==> src/rtl/axis_snooper_param_pkg.sv <==
// Shared state encodings, word geometry helper and saturating-add macro for axis_snooper_param.
// AXSNP_SAT_ADD(acc, inc, w) yields acc+inc clamped to the all-ones value of a w-bit register.
`ifndef AXSNP_SAT_ADD
`define AXSNP_SAT_ADD(acc, inc, w) \
    ((({1'b0, (acc)} + ((w)+1)'(inc)) > {1'b0, {(w){1'b1}}}) ? {(w){1'b1}} : ((acc) + (w)'(inc)))
`endif

package axis_snooper_param_pkg;

    typedef logic [1:0] snoop_state_t;

    localparam snoop_state_t ST_IDLE    = 2'd0;
    localparam snoop_state_t ST_CAPTURE = 2'd1;
    localparam snoop_state_t ST_DISCARD = 2'd2;
    localparam snoop_state_t ST_COMMIT  = 2'd3;

    function automatic int bytes_per_word(input int data_width);
        return data_width / 8;
    endfunction

endpackage

==> src/rtl/axis_snooper_param_keep_popcount.sv <==
// Counts the set bits of a keep vector; used only when per-byte keep is observed.
module keep_popcount #(
    parameter int WIDTH = 8
) (
    input  logic [WIDTH-1:0]       keep,
    output logic [$clog2(WIDTH):0] count
);

    always_comb begin
        count = '0;
        for (int i = 0; i < WIDTH; i++) begin
            count = count + {{($clog2(WIDTH)){1'b0}}, keep[i]};
        end
    end

endmodule

==> src/rtl/axis_snooper_param.sv <==
// Passive AXI Stream snooper: copies accepted packets into packet memory and reports length/truncation.
// Define SNOOP_TKEEP_EN to observe snoop_TKEEP; otherwise every byte of a written beat counts.
module axis_snooper_param
    import axis_snooper_param_pkg::*;
#(
    parameter int DATA_WIDTH     = 64,
    parameter int ADDR_WIDTH     = 9,
    parameter int LEN_WIDTH      = 16,
    parameter int DROP_CNT_WIDTH = 16
) (
    input  logic                      axi_aclk,
    input  logic                      axi_aresetn,
    input  logic [DATA_WIDTH-1:0]     snoop_TDATA,
`ifdef SNOOP_TKEEP_EN
    input  logic [DATA_WIDTH/8-1:0]   snoop_TKEEP,
`endif
    input  logic                      snoop_TVALID,
    input  logic                      snoop_TREADY,
    input  logic                      snoop_TLAST,
    input  logic                      mem_ready,
    output logic [ADDR_WIDTH-1:0]     wr_addr,
    output logic [DATA_WIDTH-1:0]     wr_data,
    output logic [DATA_WIDTH/8-1:0]   wr_strb,
    output logic                      wr_en,
    output logic                      done,
    output logic [LEN_WIDTH-1:0]      byte_len,
    output logic                      truncated,
    output logic [DROP_CNT_WIDTH-1:0] drop_count
);

    localparam int BYTES_PER_WORD = bytes_per_word(DATA_WIDTH);
    localparam int CNT_W          = $clog2(BYTES_PER_WORD) + 1;
    localparam logic [LEN_WIDTH-1:0] ZERO_LEN = '0;

    snoop_state_t              state;
    logic [ADDR_WIDTH-1:0]     wr_ptr;
    logic                      ptr_full;
    logic [LEN_WIDTH-1:0]      acc_len;
    logic                      acc_trunc;
    logic [BYTES_PER_WORD-1:0] keep_vec;
    logic [CNT_W-1:0]          keep_cnt;
    logic                      beat;
    logic                      sop;
    logic                      store;

`ifdef SNOOP_TKEEP_EN
    assign keep_vec = snoop_TKEEP;

    keep_popcount #(
        .WIDTH(BYTES_PER_WORD)
    ) u_keep_popcount (
        .keep  (keep_vec),
        .count (keep_cnt)
    );
`else
    assign keep_vec = '1;
    assign keep_cnt = CNT_W'(BYTES_PER_WORD);
`endif

    // A beat seen in IDLE or COMMIT always opens a new packet; COMMIT lasts one cycle regardless.
    assign beat  = snoop_TVALID & snoop_TREADY;
    assign sop   = beat && ((state == ST_IDLE) || (state == ST_COMMIT));
    assign store = (sop && mem_ready) || (beat && (state == ST_CAPTURE) && !ptr_full);

    always_ff @(posedge axi_aclk) begin
        if (!axi_aresetn) begin
            state      <= ST_IDLE;
            wr_ptr     <= '0;
            ptr_full   <= 1'b0;
            acc_len    <= '0;
            acc_trunc  <= 1'b0;
            wr_en      <= 1'b0;
            wr_addr    <= '0;
            wr_data    <= '0;
            wr_strb    <= '0;
            done       <= 1'b0;
            byte_len   <= '0;
            truncated  <= 1'b0;
            drop_count <= '0;
        end else begin
            wr_en <= 1'b0;
            done  <= 1'b0;

            if (store) begin
                wr_en   <= 1'b1;
                wr_addr <= sop ? '0 : wr_ptr;
                wr_data <= snoop_TDATA;
                wr_strb <= keep_vec;
            end

            // Report registers latch here so a new SOP in this same cycle cannot corrupt them.
            if (state == ST_COMMIT) begin
                done      <= 1'b1;
                byte_len  <= acc_len;
                truncated <= acc_trunc;
            end

            case (state)
                ST_IDLE, ST_COMMIT: begin
                    state <= ST_IDLE;
                    if (beat) begin
                        if (state == ST_IDLE) begin
                            byte_len  <= '0;
                            truncated <= 1'b0;
                        end
                        if (mem_ready) begin
                            acc_len   <= `AXSNP_SAT_ADD(ZERO_LEN, keep_cnt, LEN_WIDTH);
                            acc_trunc <= 1'b0;
                            wr_ptr    <= ADDR_WIDTH'(1);
                            ptr_full  <= 1'b0;
                            state     <= snoop_TLAST ? ST_COMMIT : ST_CAPTURE;
                        end else begin
                            state <= snoop_TLAST ? ST_IDLE : ST_DISCARD;
                            if (snoop_TLAST) begin
                                drop_count <= `AXSNP_SAT_ADD(drop_count, 1'b1, DROP_CNT_WIDTH);
                            end
                        end
                    end
                end

                ST_CAPTURE: begin
                    if (beat) begin
                        // Once the last address is used the pointer stays parked; later beats only flag truncation.
                        if (ptr_full) begin
                            acc_trunc <= 1'b1;
                        end else begin
                            acc_len <= `AXSNP_SAT_ADD(acc_len, keep_cnt, LEN_WIDTH);
                            wr_ptr  <= wr_ptr + ADDR_WIDTH'(1);
                            if (&wr_ptr) begin
                                ptr_full <= 1'b1;
                            end
                        end
                        if (snoop_TLAST) begin
                            state <= ST_COMMIT;
                        end
                    end
                end

                ST_DISCARD: begin
                    if (beat && snoop_TLAST) begin
                        state      <= ST_IDLE;
                        drop_count <= `AXSNP_SAT_ADD(drop_count, 1'b1, DROP_CNT_WIDTH);
                    end
                end

                default: begin
                    state <= ST_IDLE;
                end
            endcase
        end
    end

endmodule

==> config.mk <==
export PLATFORM = sky130hd
export DESIGN_NAME = axis_snooper_param
export DESIGN_NICKNAME = d
export VERILOG_FILES = /design/src/rtl/axis_snooper_param_pkg.sv /design/src/rtl/axis_snooper_param_keep_popcount.sv /design/src/rtl/axis_snooper_param.sv
export SDC_FILE = /design/constraint.sdc
export NUM_CORES = 1
export LEC_CHECK = 0
export CAP_MARGIN = 40
export CORE_UTILIZATION = 50
export DETAILED_ROUTE_END_ITERATION = 8
export HOLD_SLACK_MARGIN = 0.06
export PLACE_DENSITY = 0.86
export SLEW_MARGIN = 20
export SYNTH_ARGS = -nofsm -noshare
export SYNTH_HDL_FRONTEND = slang
export SYNTH_SLANG_ARGS = --single-unit
==> constraint.sdc <==
create_clock -name axi_aclk -period 3.5 [get_ports axi_aclk]
set_input_delay 0.525 -clock axi_aclk [delete_from_list [all_inputs] [get_ports axi_aclk]]
set_output_delay 0.525 -clock axi_aclk [all_outputs]
set_load 0.01 [all_outputs]
==> results of run 1 <==
layer usage:
metal	vias to the layer above	global-route usage (%)	share of wire, %
met2	227	45.4	49
met3	66	7.89	6.5
met5	-	0	0
met4	0	16.8	4.4
met1	2586	29.7	40
li1	2740	-	-
placed cells by master, fill, tap and decap left out, types with 9 or more instances in the layout:
cell type	instances
dfxtp_1	136
nor2_1	45
o21ai_0	28
nand3_1	24
ha_1	10
nand2_1	159
nor3_1	13
and3_1	10
clkbuf_16	17
a21oi_1	99
inv_1	9
nand4_1	9
mux2i_1	16
clkdlybuf4s50_1	185
sequential cells by signal (all words and copies together), names as in the netlist:
signal	count
byte_len	16
acc_len	14
truncated	1
wr_strb	1
wr_en	1
state	2
acc_trunc	1
wr_data	64
ptr_full	1
drop_count	16
wr_ptr	9
wr_addr	9
done	1
worst min-delay path by stage:
stage,slack (ns),depth (start not counted),to
finish,0.45,2,wr_addr[5]
global placement,0.44,2,wr_data[55]
detailed placement,0.45,2,wr_addr[2]
global route,0.48,2,wr_addr[6]
floorplan,0.44,2,acc_trunc
CTS,0.45,2,wr_addr[7]
kinds of logic after synthesis:
group / synth area share [%]
buf+inv: 4.97
fa+ha+maj: 2.20
xor+xnor: 0.923
mux: 3.01
flops: 47.8
simple gates: 23.4
compound gates: 17.7
cell type report:
type,count,area (um2)
tap,140,175
clock inverter,13,144
clock buffer,18,439
sequential,136,2720
timing repair buffer,196,1970
multi-input combinational,502,2700
inverter,10,37.5
fill,799,2790
worst max-delay path: stages, from the launching register on:
cell and delay [ns]:
dfxtp_1 0.38, inv_1 0.09, ha_1 0.62, nand2b_1 0.32
a21o_2 0.57, buf_12 0.28, nand2_1 0.10, a21oi_1 0.17
stage by stage:
stage / power (mW) / hold slack, ns / std cells / setup WS, ns
after global routing: 4.37 / 0.477 / 1015 / 0.623
after CTS: 4.22 / 0.454 / 1015 / 0.870
after global placement: 2.43 / 0.440 / 983 / 1.08
after floorplan: 2.13 / 0.437 / 702 / 1.44
after detailed placement: 2.47 / 0.446 / 984 / 0.912
final: 4.19 / 0.450 / 1015 / 0.865
power by group:
part / internal (mW) / total, mW / leakage (nW) / switching (mW)
Clock: 1.07 / 1.75 / 0.287 / 0.681
Combinational: 0.339 / 0.745 / 1.46 / 0.407
Sequential: 1.63 / 1.70 / 1.10 / 0.0636
==> impl_results.md, run 1 <==
- Largest net degree at the start of global routing: 49
- P&R area growth vs syn: 43.9%
- Avg Cell Area, Syn: just over 8 um2
- Crit Path Class: flip-flop to flip-flop
- Chip Width: 109 um
- First-pass GRT wire length: roughly 25,000 um
- IO Count: between 150 and 200
- Critical R2R Launch: state[1]
- # Post-CTS Setup Buffers: 0
- Most frequent cells after synthesis: 159 x nand2_1, 136 x dfxtp_1, 100 x a21oi_1
- Most frequent cell after synthesis: nand2_1
- EDFF count, synth: 0
- # rows: 38
- Peak fanout along the critical path: 42
- DRT Wirelength: 15,700 um
- Worst setup path endpoint: wr_data[44]
- Pwr/cell area: 512 mW/mm2
- FMAX: 0.379 GHz
- Dominant synthesized flop cell: dfxtp_1
- FFs w/ async S/R, synth: 0%
- Yosys top cell by area: dfxtp_1
- Crit path from: state[1]
- R2r setup slk: 0.86 ns
- # DRC: 0
- Max_slew headroom: 44.8%
- Util after Layout: 74.6%
- Via/cell ratio: roughly 5.5
- HP Class: flip-flop to flip-flop
- Design area: about 0.0082 mm2
- Post-synth cell types: 58
- Num CTS Buffers: 17
- TritonCTS Sinks: approximately 140
- RSZ-0062 raised after global routing: no
- Post_cts resized: 0
- Max VDD drop: around 0.3 mV
- Full die area: approximately 0.012 mm2
- Global Route Usage Sum: 26.9%
- CP Capture Type: flip-flop
- Die H: 109 um
- TritonCTS clock tree: yes
- Worst R2R End: wr_data[44]
- Hold_sp: wr_addr[5]
- Setup TNS: 0 ns
- Top cells by area, synth: dfxtp_1 48%, nand2_1 10%, a21oi_1 8.8%
- Top cell type's share of synthesized area: 47.8%
- Sequential cell area fraction in the yosys report: 47.8%
- Clock skew: 0.00638 ns
- Port bufs: approximately 190
- Final nets: 943
- Synthesized flop and latch total: between 100 and 150
- Vias in the first global route: 5,512
- H-tree levels: 4
- Data arrival time of the critical path: 2.98 ns
- Share of post-route cells with drive strength above 1: 6.51%
- Crit start category: flip-flop
- Final setup fails: 0
- DRT iter0 DRCs: 410
- Tcrit/Tclk final: 75.3%
- Worst-Margin Slew: 0.825 ns
- Clock root buffer master: clkbuf_16
- Reg clk slew, reported paths: 0.06 ns
- Final hold vios: 0
- Final Wtd Congestion: 0.928
- Mapped Nets: around 780
- Syn Std Cell Area: 0.00569 mm2
- CORE AREA: 0.0110 mm2
- Initial Util: 51.8%
- Post-DP HPWL: 10,900 um
- Antenna violations before repair: 0
- Max-cap viol count: 0
- DRT antenna net count: 0
- Vias: 5,619
- Yosys warning count: 0
- Clk buf depth: 2
- CTS Hold Bufs: 0
- Drt pass-1 iters: 5
- Diode count: 0
- Min Clock Period, post-route: 2.64 ns
- Fin. max-slew vios: 0
- Reg2Reg Depth: 7
- Critical Path RT: 3.84 ns
- Routed WL per cell: 15.5 um
- Grt ovf: 0
- Synthesized instance count: approximately 700
- Area after DPL: about 0.0076 mm2
- Insertion delay to the later sink of the worst-skew pair: 0.42 ns
- Status: finished clean
- Leak pwr: 2.84 nW
(Power assumes the default switching activity.)
==> run 2: changes to the inputs <==
--- a/config.mk
+++ b/config.mk
@@ -6,10 +6,10 @@
 export NUM_CORES = 1
 export LEC_CHECK = 0
 export CAP_MARGIN = 40
-export CORE_UTILIZATION = 50
+export CORE_UTILIZATION = 46
 export DETAILED_ROUTE_END_ITERATION = 8
 export HOLD_SLACK_MARGIN = 0.06
-export PLACE_DENSITY = 0.86
+export PLACE_DENSITY = 0.8
 export SLEW_MARGIN = 20
 export SYNTH_ARGS = -nofsm -noshare
 export SYNTH_HDL_FRONTEND = slang
==> constraint.sdc (replaced) <==
create_clock -name axi_aclk -period 2.7 [get_ports axi_aclk]
set_input_delay 0.405 -clock axi_aclk [delete_from_list [all_inputs] [get_ports axi_aclk]]
set_output_delay 0.405 -clock axi_aclk [all_outputs]
set_load 0.01 [all_outputs]
==> run 2 against run 1 <==
Effect of this change:
- flip-flop and latch count did not move
- final cell count rose by 0.89%
- critical path type unchanged
- via count fell by 1.1%
- critical path depth did not move
- setup slack got worse by 0.40 ns
- utilization fell by 4.9 points
- clock-buffer cell count rose by 1
- global-route usage fell by 2.4 points
- worst hold slack got worse by 0.00059 ns
- clock power rose by 60%
==> impl_results.md, run 2 (synthesis results as in run 1) <==
- Overall Power: 5.98 mW (+43%)
- Min Clock Period, post-route: 2.24 ns (-0.396 ns)
- Hold Crit Depth: 2 (unchanged)
- # Post-CTS Setup Buffers: 0 (unchanged)
- DRT Wirelength: 15,800 um (+0.22%)
- Post-Place Cells: 991 (+0.71%)
- Fin. max-slew vios: 0 (unchanged)
- Max VDD drop: 0.360 mV (+18%)
- Grt ovf: 0 (unchanged)
- CTS Hold Bufs: 0 (unchanged)
- Critical Path RT: 3.01 ns (-0.83 ns)
- Vias in the first global route: 5,267 (-4.4%)
- Util after Layout: 69.6% (-4.9 points)
- Crit Path Class: flip-flop to flip-flop
- Clock root buffer master: clkbuf_16
- Peak fanout along the critical path: 11 (-74%)
- Antenna violations before repair: 0 (unchanged)
- Routed WL per cell: 15.4 um (-0.66%)
- Via/cell ratio: 5.43 (-1.9%)
- Largest net degree at the start of global routing: 75 (+53%)
- Die H: 113 um (+4.2%)
- First-pass GRT wire length: 25,100 um (+1.2%)
- Diode count: 0 (unchanged)
- RSZ-0062 raised after global routing: no
- Most frequent cells in the layout: 185 x clkdlybuf4s50_1, 159 x nand2_1, 136 x dfxtp_1
- DRT iter0 DRCs: 414 (+0.98%)
- Leak pwr: 2.91 nW (+2.3%)
- H-tree levels: 4 (unchanged)
- Largest register FFs: 64 (unchanged)
- Status: finished clean
- Share of post-route cells with drive strength above 1: 6.61% (+0.099 points)
- Clock skew: 0.00632 ns (-0.0000658 ns)
- Area after DPL: 0.00763 mm2 (+0.35%)
- Biggest register: wr_data
- Initial Util: 47.4% (-4.4 points)
- P&R area growth vs syn: 46.9%
- Final setup fails: 0 (unchanged)
- Post-DP HPWL: 10,700 um (-2.0%)
- IO Count: 186 (unchanged)
- Insertion delay to the later sink of the worst-skew pair: 0.42 ns (about the same)
- TritonCTS Sinks: 136 (unchanged)
- CP Capture Type: flip-flop
- Crit start category: flip-flop
- Full die area: 0.0128 mm2 (+8.5%)
- Num CTS Buffers: 17 (unchanged)
- Worst-Margin Slew: 0.572 ns (-0.253 ns)
- Final nets: 944 (+0.11%)
- Layout Cells excl Fill: 1,024 (+0.89%)
- TritonCTS clock tree: yes
- # rows: 40 (+5.3%)
- Final hold vios: 0 (unchanged)
- Reg2Reg Depth: 7 (unchanged)
- Reg clk slew, reported paths: 0.06 ns (about the same)
- Setup TNS: 0 ns (unchanged)
- Post_cts resized: 0 (unchanged)
- Pwr/cell area: 715 mW/mm2 (+40%)
- Clk buf depth: 2 (unchanged)
- FMAX: 0.447 GHz (+18%)
- Chip Width: 113 um (+4.2%)
- Max_slew headroom: 61.8% (+17 points)
- # DRC: 0 (unchanged)
- Design area: 0.00836 mm2 (+2.1%)
- Data arrival time of the critical path: 2.55 ns (-0.43 ns)
- Final Wtd Congestion: 0.870 (-6.3%)
- Top flop regs: wr_data: 64 flops, byte_len: 16 flops, drop_count: 16 flops
- Commonest non-fill, non-tap cell in the layout: clkdlybuf4s50_1
- Port bufs: 185 (unchanged)
- Max-cap viol count: 0 (unchanged)
- CORE AREA: 0.0120 mm2 (+9.4%)
- Drt pass-1 iters: 5 (unchanged)
- DRT antenna net count: 0 (unchanged)
- Global Route Usage Sum: 24.5% (-2.4 points)
- Vias: 5,560 (-1.1%)
- Fillers: 969 (+21%)
- HP Class: flip-flop to flip-flop
- Tcrit/Tclk final: 82.9% (+7.6 points)
[run 2: cell count changes in the layout (fill, tap and decap cells not counted), sizes merged]
cell	previous run	this run
clkinvlp	1	3
bufinv	2	8
inv	14	10
buf	11	12
clkbuf	18	19
clkinv	6	2
[run 2: power by group]
group,total [mW],internal [mW],leakage (nW),switching [mW]
Clock,2.80,1.94,0.339,0.860
Sequential,2.20,2.12,1.10,0.0818
Combinational,0.985,0.458,1.47,0.527
[run 2: layout make-up]
| class | count | area (um2) | share of cell area (%) |
|---|---|---|---|
| clock buffers | 19 | 443 | 5.30 |
| clock inverters | 13 | 273 | 3.26 |
| inverters | 10 | 37.5 | 0.449 |
| multi-input cells | 502 | 2700 | 32.3 |
| flip-flops and latches | 136 | 2720 | 32.6 |
| well taps | 147 | 184 | 2.20 |
| repair buffers | 197 | 2000 | 23.9 |
[run 2: metal layers]
metal	vias to the layer above	share of wire, %	global-route usage (%)
met5	-	0	0
met4	0	2.2	10.4
met3	34	5.9	6.32
met2	205	51	44.3
met1	2579	41	27.2
li1	2742	-	-
[run 2: critical path, cell delays in order, from the launching register on]
cell and delay (ns):
dfxtp_1 0.38, inv_1 0.09, ha_1 0.38, or2_2 0.33
a21oi_1 0.19, o21a_1 0.38, a21oi_1 0.12, o221a_2 0.26
[run 2: path summary, 6_finish.rpt]
kind	start	end	slack (ns)
hold reg to reg	wr_addr[7]	wr_addr[7]	0.45
hold / removal	wr_addr[7]	wr_addr[7]	0.45
setup / recovery	state[0]	drop_count[3]	0.46
setup reg to reg	state[0]	drop_count[3]	0.46
[run 2: metrics by stage]
stage	hold slack, ns	setup slack (ns)
2_1_floorplan	0.437	0.639
3_3_place_gp	0.441	0.508
3_5_place_dp	0.444	0.442
4_1_cts	0.452	0.492
5_1_grt	0.465	0.293
6_report	0.450	0.461
